[src/rtl/regfile_wb_arbiter.sv]
// Write-back arbiter: merges single writes (A) and paired writes (B) onto a two-port
// register-file write interface through per-requester FIFOs with round-robin grant.
module regfile_wb_arbiter #(
    parameter int DEPTH = 2
) (
    input  logic        clk,
    input  logic        reset_n,
    input  logic        a_valid,
    output logic        a_ready,
    input  logic [3:0]  a_addr,
    input  logic [31:0] a_data,
    input  logic        b_valid,
    output logic        b_ready,
    input  logic [3:0]  b_addr_lo,
    input  logic [3:0]  b_addr_hi,
    input  logic [31:0] b_data_lo,
    input  logic [31:0] b_data_hi,
    output logic [1:0]  we3,
    output logic [3:0]  wa3,
    output logic [3:0]  wa3_2,
    output logic [31:0] wd3,
    output logic [31:0] wd3_2,
    output logic [14:0] pending_mask,
    output logic        err
);

    localparam int AW = $clog2(DEPTH);

    typedef enum logic {GRANT_A, GRANT_B} grant_t;

    grant_t      last_grant;
    logic [AW:0] a_wr, a_rd, b_wr, b_rd;
    logic [AW:0] a_cnt, b_cnt;
    logic        a_empty, b_empty, a_full, b_full;
    logic        a_illegal, b_illegal, b_same;
    logic        a_push, b_push, pop_a, pop_b, bad_req;
    logic [AW-1:0] a_off, b_off;

    logic [3:0]  a_addr_mem [DEPTH];
    logic [31:0] a_data_mem [DEPTH];
    logic [3:0]  b_lo_addr_mem [DEPTH];
    logic [3:0]  b_hi_addr_mem [DEPTH];
    logic [31:0] b_lo_data_mem [DEPTH];
    logic [31:0] b_hi_data_mem [DEPTH];
    logic        b_single_mem [DEPTH];

    function automatic logic [14:0] decode(input logic [3:0] addr);
        decode = '0;
        if (addr != 4'hF) decode[addr] = 1'b1;
    endfunction

    assign a_cnt   = a_wr - a_rd;
    assign b_cnt   = b_wr - b_rd;
    assign a_empty = (a_wr == a_rd);
    assign b_empty = (b_wr == b_rd);
    assign a_full  = (a_wr[AW] != a_rd[AW]) && (a_wr[AW-1:0] == a_rd[AW-1:0]);
    assign b_full  = (b_wr[AW] != b_rd[AW]) && (b_wr[AW-1:0] == b_rd[AW-1:0]);
    assign a_ready = !a_full;
    assign b_ready = !b_full;

    // Writes to R15 (PC) are swallowed by the handshake but never queued.
    assign a_illegal = (a_addr == 4'hF);
    assign b_illegal = (b_addr_lo == 4'hF) || (b_addr_hi == 4'hF);
    assign b_same    = (b_addr_lo == b_addr_hi);
    assign a_push    = a_valid && a_ready && !a_illegal;
    assign b_push    = b_valid && b_ready && !b_illegal;
    assign bad_req   = (a_valid && a_ready && a_illegal) ||
                       (b_valid && b_ready && (b_illegal || b_same));

    assign pop_a = !a_empty && (b_empty || last_grant == GRANT_B);
    assign pop_b = !b_empty && !pop_a;

    always_ff @(posedge clk) begin
        if (a_push) begin
            a_addr_mem[a_wr[AW-1:0]] <= a_addr;
            a_data_mem[a_wr[AW-1:0]] <= a_data;
        end
        // A pair aimed at one register collapses to a single write of the hi word.
        if (b_push) begin
            b_lo_addr_mem[b_wr[AW-1:0]] <= b_same ? b_addr_hi : b_addr_lo;
            b_lo_data_mem[b_wr[AW-1:0]] <= b_same ? b_data_hi : b_data_lo;
            b_hi_addr_mem[b_wr[AW-1:0]] <= b_addr_hi;
            b_hi_data_mem[b_wr[AW-1:0]] <= b_data_hi;
            b_single_mem[b_wr[AW-1:0]]  <= b_same;
        end
    end

    always_ff @(posedge clk or negedge reset_n) begin
        if (!reset_n) begin
            a_wr       <= '0;
            a_rd       <= '0;
            b_wr       <= '0;
            b_rd       <= '0;
            last_grant <= GRANT_B;
            we3        <= 2'b00;
            wa3        <= '0;
            wa3_2      <= '0;
            wd3        <= '0;
            wd3_2      <= '0;
            err        <= 1'b0;
        end else begin
            if (a_push) a_wr <= a_wr + 1'b1;
            if (b_push) b_wr <= b_wr + 1'b1;
            if (bad_req) err <= 1'b1;
            if (pop_a) begin
                a_rd       <= a_rd + 1'b1;
                last_grant <= GRANT_A;
                we3        <= 2'b01;
                wa3        <= a_addr_mem[a_rd[AW-1:0]];
                wd3        <= a_data_mem[a_rd[AW-1:0]];
            end else if (pop_b) begin
                b_rd       <= b_rd + 1'b1;
                last_grant <= GRANT_B;
                wa3        <= b_lo_addr_mem[b_rd[AW-1:0]];
                wd3        <= b_lo_data_mem[b_rd[AW-1:0]];
                if (b_single_mem[b_rd[AW-1:0]]) begin
                    we3 <= 2'b01;
                end else begin
                    we3   <= 2'b11;
                    wa3_2 <= b_hi_addr_mem[b_rd[AW-1:0]];
                    wd3_2 <= b_hi_data_mem[b_rd[AW-1:0]];
                end
            end else begin
                we3 <= 2'b00;
            end
        end
    end

    // Entry i is live when its distance from the read pointer is below the occupancy.
    always_comb begin
        pending_mask = '0;
        a_off        = '0;
        b_off        = '0;
        for (int i = 0; i < DEPTH; i++) begin
            a_off = AW'(i) - a_rd[AW-1:0];
            b_off = AW'(i) - b_rd[AW-1:0];
            if ({1'b0, a_off} < a_cnt)
                pending_mask = pending_mask | decode(a_addr_mem[i]);
            if ({1'b0, b_off} < b_cnt) begin
                pending_mask = pending_mask | decode(b_lo_addr_mem[i]);
                if (!b_single_mem[i])
                    pending_mask = pending_mask | decode(b_hi_addr_mem[i]);
            end
        end
        if (we3 != 2'b00) pending_mask = pending_mask | decode(wa3);
        if (we3 == 2'b11) pending_mask = pending_mask | decode(wa3_2);
    end

endmodule

[config.mk]
export PLATFORM = sky130hd
export DESIGN_NAME = regfile_wb_arbiter
export DESIGN_NICKNAME = d
export VERILOG_FILES = /design/src/rtl/regfile_wb_arbiter.sv
export SDC_FILE = /design/constraint.sdc
export NUM_CORES = 1
export LEC_CHECK = 0
export ABC_CLOCK_PERIOD_IN_PS = 5880
export CAP_MARGIN = 15
export CORE_MARGIN = 2
export CORE_UTILIZATION = 31
export CTS_CLUSTER_DIAMETER = 200
export CTS_CLUSTER_SIZE = 16
export DETAILED_ROUTE_END_ITERATION = 6
export HOLD_SLACK_MARGIN = 0.1
export PLACE_DENSITY_LB_ADDON = 0.25
export SETUP_SLACK_MARGIN = 0.5
export SKIP_CTS_REPAIR_TIMING = 1
export SYNTH_ARGS = -nofsm -noshare
export SYNTH_HDL_FRONTEND = slang
export SYNTH_SLANG_ARGS = --single-unit
export TNS_END_PERCENT = 30
[constraint.sdc]
create_clock -name clk -period 5.88 [get_ports clk]
set_clock_uncertainty 0.15 [all_clocks]
set_input_delay 1.176 -clock clk [delete_from_list [all_inputs] [get_ports clk]]
set_output_delay 1.176 -clock clk [all_outputs]
set_load 0.01 [all_outputs]
==> impl_metrics.toml, run 1 <==
[floorplan]
rows = 75
start_util = 0.315
coreArea_um2 = 42100
die_y_um = 211
design.die.area_um2 = 44500
die-width_um = 211
pin_count = 204

[placed_design]
place_hpwl_um = 26400
port-buffer-count = 203
dp.cells = 1657
place_congestion = 0.916
place_ws_ns = 1.68

[cells_and_area]
final_nets = 1261
regArea_um2 = 8650
area_delta_synth_final_pct = 24.6
fillers = 3990
num_antenna_cells = 0
multi_input_area_um2 = 4340
final_cell_count_no_fill = 1698
drive_above_1_share = 0.130

[power_and_ir_drop]
total_power_mw = 9.82
leakage_nw = 5.73
p_per_area_nw_per_um2 = 594
ir_drop_mv = 0.294

[synth]
ys_types = 56
synth_top_area_frac = 0.493
yosysTopAreaCell = "edfxtp_1"
synth.most_common_cell = "edfxtp_1"
netlist_area_um2 = 13300
yosys-top-cells-area = "edfxtp_1, dfrtp_1, mux2_2, a21oi_1, mux2i_1"
ys_top_cells_by_count = "edfxtp_1, mux2_2, a21oi_1"
async_reset_ff_frac = 0.278
netlist_instances = 962
yosys_warnings = 0
synth_top_flop_cell = "edfxtp_1"
ys_seq_area_frac = 0.651
syn_nets = 1080
synth-seq-cells = 302
synth.avg_cell_area_um2 = 13.8
synth_edf_count = 218

[global_route]
grt_usage = 0.166
grt_most_used_layer = "met2"
met3_usage = 0.0291
grt_max_degree = 97
grtUsageMet1 = 0.205
grt_pass1_wl_um = 56200
overflow = 0
antenna_found_initial = 6
grtUsageMet2 = 0.306
grt_pass1_vias = 9091

[timing]
fin_hold_ws_ns = 0.339
finalMaxSlewViolations = 0
timing.fmax_ghz = 0.208
tightest_slew_ns = 1.11
slew_headroom = 0.262
final.setup.tns_ns = 0
rsz0062_at_grt = "no"
period_needed_ns = 4.82
setup_violations = 0
final-hold-violation-count = 0
fin_ws_ns = 1.06
fin_crit_sh = 0.819

[min_path]
hold_path_end = "b_rd[1]"
holdPathStages = 1
min-delay-start = "b_rd[1]"
hold_path.class = "reg -> reg"

[routing]
via_per_inst = 5.21
drt_wl_total_um = 37200
drt_pass1_iterations = 5
ant_nets = 0
num_vias = 8852
wire_per_inst_um = 21.9
route.detailed.drc = 0
drt_iter0_drc = 623

[clock_network]
tritoncts = "built"
cts-root-buf = "clkbuf_16"
path_clk_slew_ns = 0.08
cts.sinks = 302
htreeDepth = 1
clock_path_buffers = 3
clk_latency_ns = 0.52
cts_buffers = 22

[setup_path]
critical_path_class = "reg -> out"
required_ns = 4.55
r2r_cells = 5
ff2ff_setup_slack_ns = 2.58
regToRegEndpoint = "a_data_mem[1][14]"
critPathCaptureType = "output pin"
crit-reg2reg-launch = "a_wr[0]"
crit_fanout = 5
start_kind = "register"
arrival_ns = 3.49

[outcome]
status = "completed"

[flow_run]
maxCapViolCount = 0
-- stage by stage --
step / utilization / area, um^2
global route: 0.393 / 16500
global placement: 0.377 / 15900
finish: 0.393 / 16500
floorplan: - / 13300
CTS: 0.392 / 16500
detailed placement: 0.377 / 15900
-- worst max path at each step --
| stage | start | slack (ns) | cells after the start | to |
|---|---|---|---|---|
| floorplan | b_addr_hi[3] | 1.68 | 4 | b_hi_addr_mem[0][0] |
| global placement | a_rd[1] | 1.69 | 8 | pending_mask[2] |
| detailed placement | a_rd[1] | 1.68 | 8 | pending_mask[2] |
| CTS | a_rd[1] | 1.09 | 8 | pending_mask[2] |
| global route | a_rd[1] | 0.82 | 8 | pending_mask[2] |
| finish | a_rd[1] | 1.06 | 8 | pending_mask[2] |
-- worst max-delay path: stages, from the launching register on --
cell and delay [ns]:
dfrtp_1 0.40, xor2_1 0.45, inv_1 0.13, ha_1 0.34, o21ai_0 0.31, nand2b_1 0.26, nor3_1 0.07, or4_1 0.51
clkdlybuf4s50_1 0.49
-- routing by layer --
| metal | wire length (um) | share of wire |
|---|---|---|
| met5 | 76 | 0.0020 |
| met4 | 635 | 0.017 |
| met3 | 1770 | 0.047 |
| met2 | 19500 | 0.53 |
| met1 | 15200 | 0.41 |
-- area by class of cell --
type | count | area share
inverters | 18 | 0.00416
repair buffers | 219 | 0.131
multi-input cells | 580 | 0.262
clock buffers | 39 | 0.0378
clock inverters | 1 | 0.000984
flip-flops and latches | 302 | 0.523
well taps | 539 | 0.0408
-- report_power, final --
group          leakage, nW  switching, mW  internal, mW  total [mW]
combinational         2.43           2.74          2.02        4.76
clock                0.304          0.704         0.723        1.43
sequential            3.00          0.488          3.15        3.64
total                 5.73           3.93          5.89        9.82
-- registers in the layout (all words and copies together) (netlist names) --
name and cells:
we3 2, wa3_2 4, b_hi_addr_mem 8, wa3 4, a_data_mem 64, wd3 32, a_wr 2, err 1
b_single_mem 2, a_rd 2, b_lo_data_mem 64, b_rd 2, last_grant 1, b_wr 2, b_hi_data_mem 64, wd3_2 32
b_lo_addr_mem 8, a_addr_mem 8
-- cells in the final DEF, fill, tap and decap left out, types with 22 or more instances in the layout --
cell	n
a21oi_1	84
clkbuf_16	22
clkdlybuf4s50_1	202
dfrtp_1	81
edfxtp_1	218
mux2_2	93
mux2i_1	40
nand2_1	50
nand2b_1	42
o2111ai_1	36
o211ai_1	37
-- logic make-up (layout without fill, tap and decap cells) --
family,after synthesis,count (layout),share of synthesized area
AND/OR/NAND/NOR,189,189,0.0762
AO/OA/AOI/OAI,234,234,0.120
XOR/XNOR,14,14,0.00924
multiplexers,137,137,0.112
buffers and inverters,80,277,0.0249
adder cells (fa/ha/maj),6,6,0.00565
flip-flops,302,302,0.651
Power figures use the tool's default switching activity.
==> run 2, diff against run 1 <==
--- a/config.mk
+++ b/config.mk
@@ -5,7 +5,7 @@
 export SDC_FILE = /design/constraint.sdc
 export NUM_CORES = 1
 export LEC_CHECK = 0
-export ABC_CLOCK_PERIOD_IN_PS = 5880
+export ABC_CLOCK_PERIOD_IN_PS = 4000
 export CAP_MARGIN = 15
 export CORE_MARGIN = 2
 export CORE_UTILIZATION = 31
==> constraint.sdc (replaced) <==
create_clock -name clk -period 4 [get_ports clk]
set_clock_uncertainty 0.15 [all_clocks]
set_input_delay 0.8 -clock clk [delete_from_list [all_inputs] [get_ports clk]]
set_output_delay 0.8 -clock clk [all_outputs]
set_load 0.01 [all_outputs]
==> run 2 against run 1 <==
Net effect: the flow now finishes with violations (DRC); sequential share of layout area decreased by 1.0 points; cell count rose by 1.4%; setup slack got worse by 0.70 ns; routed wire length grew 0.36%; critical path depth rose by 1; count of clock-buffer cells in the layout is the same; sequential cell count unchanged; critical endpoint is now pending_mask[0].
==> impl_metrics.toml, run 2 (same netlist as run 1, synthesis figures left out) <==
[timing]
finalMaxSlewViolations = 0
timing.fmax_ghz = 0.275
fin_crit_sh = 0.911
setup_violations = 0
period_needed_ns = 3.64
tightest_slew_ns = 1.01
slew_headroom = 0.328
final-hold-violation-count = 0
rsz0062_at_grt = "yes"

[clock_network]
cts.sinks = 302
tritoncts = "built"
cts_buffers = 22
cts-root-buf = "clkbuf_16"
clk_latency_ns = 0.53
htreeDepth = 1
clock_path_buffers = 3
path_clk_slew_ns = 0.07

[floorplan]
coreArea_um2 = 42100
start_util = 0.315
pin_count = 204
rows = 75
die-width_um = 211
design.die.area_um2 = 44500
die_y_um = 211

[cells_and_area]
drive_above_1_share = 0.163
fin_area_um2 = 16900
final_nets = 1284
final_cell_count_no_fill = 1721
num_antenna_cells = 0
final_cell_mix = "edfxtp_1, clkdlybuf4s50_1, mux2_2, a21oi_1, dfrtp_1"
area_delta_synth_final_pct = 27.1
final_common_cell = "edfxtp_1"
fillers = 4005

[power_and_ir_drop]
power_frac_seq = 0.351
ir_drop_mv = 0.457
total_power_mw = 14.9
p_clk_frac = 0.142
p_per_area_nw_per_um2 = 884
p_comb_frac = 0.507
p_int_mw = 9.01
switching_share = 0.396
power_switching_mw = 5.91
leakage_nw = 6.00

[global_route]
antenna_found_initial = 2
grt_usage = 0.165
grt_pass1_vias = 9127
overflow = 0
grt_pass1_wl_um = 56000
grt_max_degree = 88

[setup_path]
start_kind = "register"
crit_fanout = 24
critPathCaptureType = "output pin"
ff2ff_setup_slack_ns = 1.17
required_ns = 3.05
critical_path_class = "reg -> out"
arrival_ns = 2.69

[outcome]
violations = "DRC"
status = "finished, violations left"

[routing]
drt_iter0_drc = 551
drt_pass1_iterations = 7
num_vias = 8847
route.detailed.drc = 1
wire_per_inst_um = 21.7
drt_wl_total_um = 37400
via_per_inst = 5.14
ant_nets = 0

[placed_design]
dp.cells = 1669
place_congestion = 0.882
placed_area_um2 = 16000
place_hpwl_um = 26600
port-buffer-count = 203

[flow_run]
maxCapViolCount = 0

[min_path]
hold_path.class = "in -> async"
-- run 2: final cells by class --
cell class,instances,area (um^2),share of cell area
flip-flops and latches,302,8660,0.513
multi-input cells,580,4430,0.262
repair buffers,242,2410,0.143
well taps,539,674,0.0400
clock buffers,39,624,0.0370
inverters,18,68.8,0.00408
clock inverters,1,16.3,0.000964
-- run 2: metrics by stage --
step	hold slack, ns	setup TNS (ns)	setup slack (ns)	util
6_report	0.245	0	0.358	0.401
5_1_grt	0.298	0	0.266	0.401
4_1_cts	0.268	-0.534	-0.114	0.395
3_5_place_dp	0.325	0	0.469	0.380
3_3_place_gp	0.323	0	0.464	0.380
2_1_floorplan	0.310	0	0.630	-
-- run 2: worst max-delay path, cell delays in order, from the launching register on --
cell and delay, ns:
dfrtp_4 0.50, buf_12 0.17, inv_1 0.11, ha_1 0.18
nor2_2 0.04, buf_6 0.12, buf_4 0.13, o22a_1 0.24
nand3_1 0.11, clkdlybuf4s50_1 0.55
-- run 2: per-layer routing --
layer,GRT usage,vias to the layer above,routed length (um),share of wire
met4,0.0386,4,772,0.021
met5,0,-,27,0.00072
met1,0.204,4414,15300,0.41
met2,0.299,242,19300,0.52
met3,0.0291,56,1910,0.051
li1,-,4131,-,-
-- run 2: power by group through the flow --
| stage | registers (mW) | clock network, mW | logic, mW |
|---|---|---|---|
| after CTS | 5.23 | 2.19 | 7.36 |
| final | 5.23 | 2.13 | 7.56 |
| after detailed placement | 5.29 | 0 | 7.34 |
| after floorplan | 5.27 | 0 | 4.26 |
| after global placement | 5.28 | 0 | 7.30 |
| after global routing | 5.35 | 2.30 | 8.26 |
-- run 2: worst paths after layout --
path                                    to  cells past startpoint       from
setup reg to reg                 wd3_2[14]                      7    a_wr[1]
hold / removal                   wd3_2[19]                      1    reset_n
hold reg to reg                  wd3_2[16]                      1  wd3_2[16]
max in group asynchronous           wd3[6]                      2    reset_n
setup / recovery           pending_mask[0]                      9    b_rd[0]
min in group clk                 wd3_2[16]                      1  wd3_2[16]
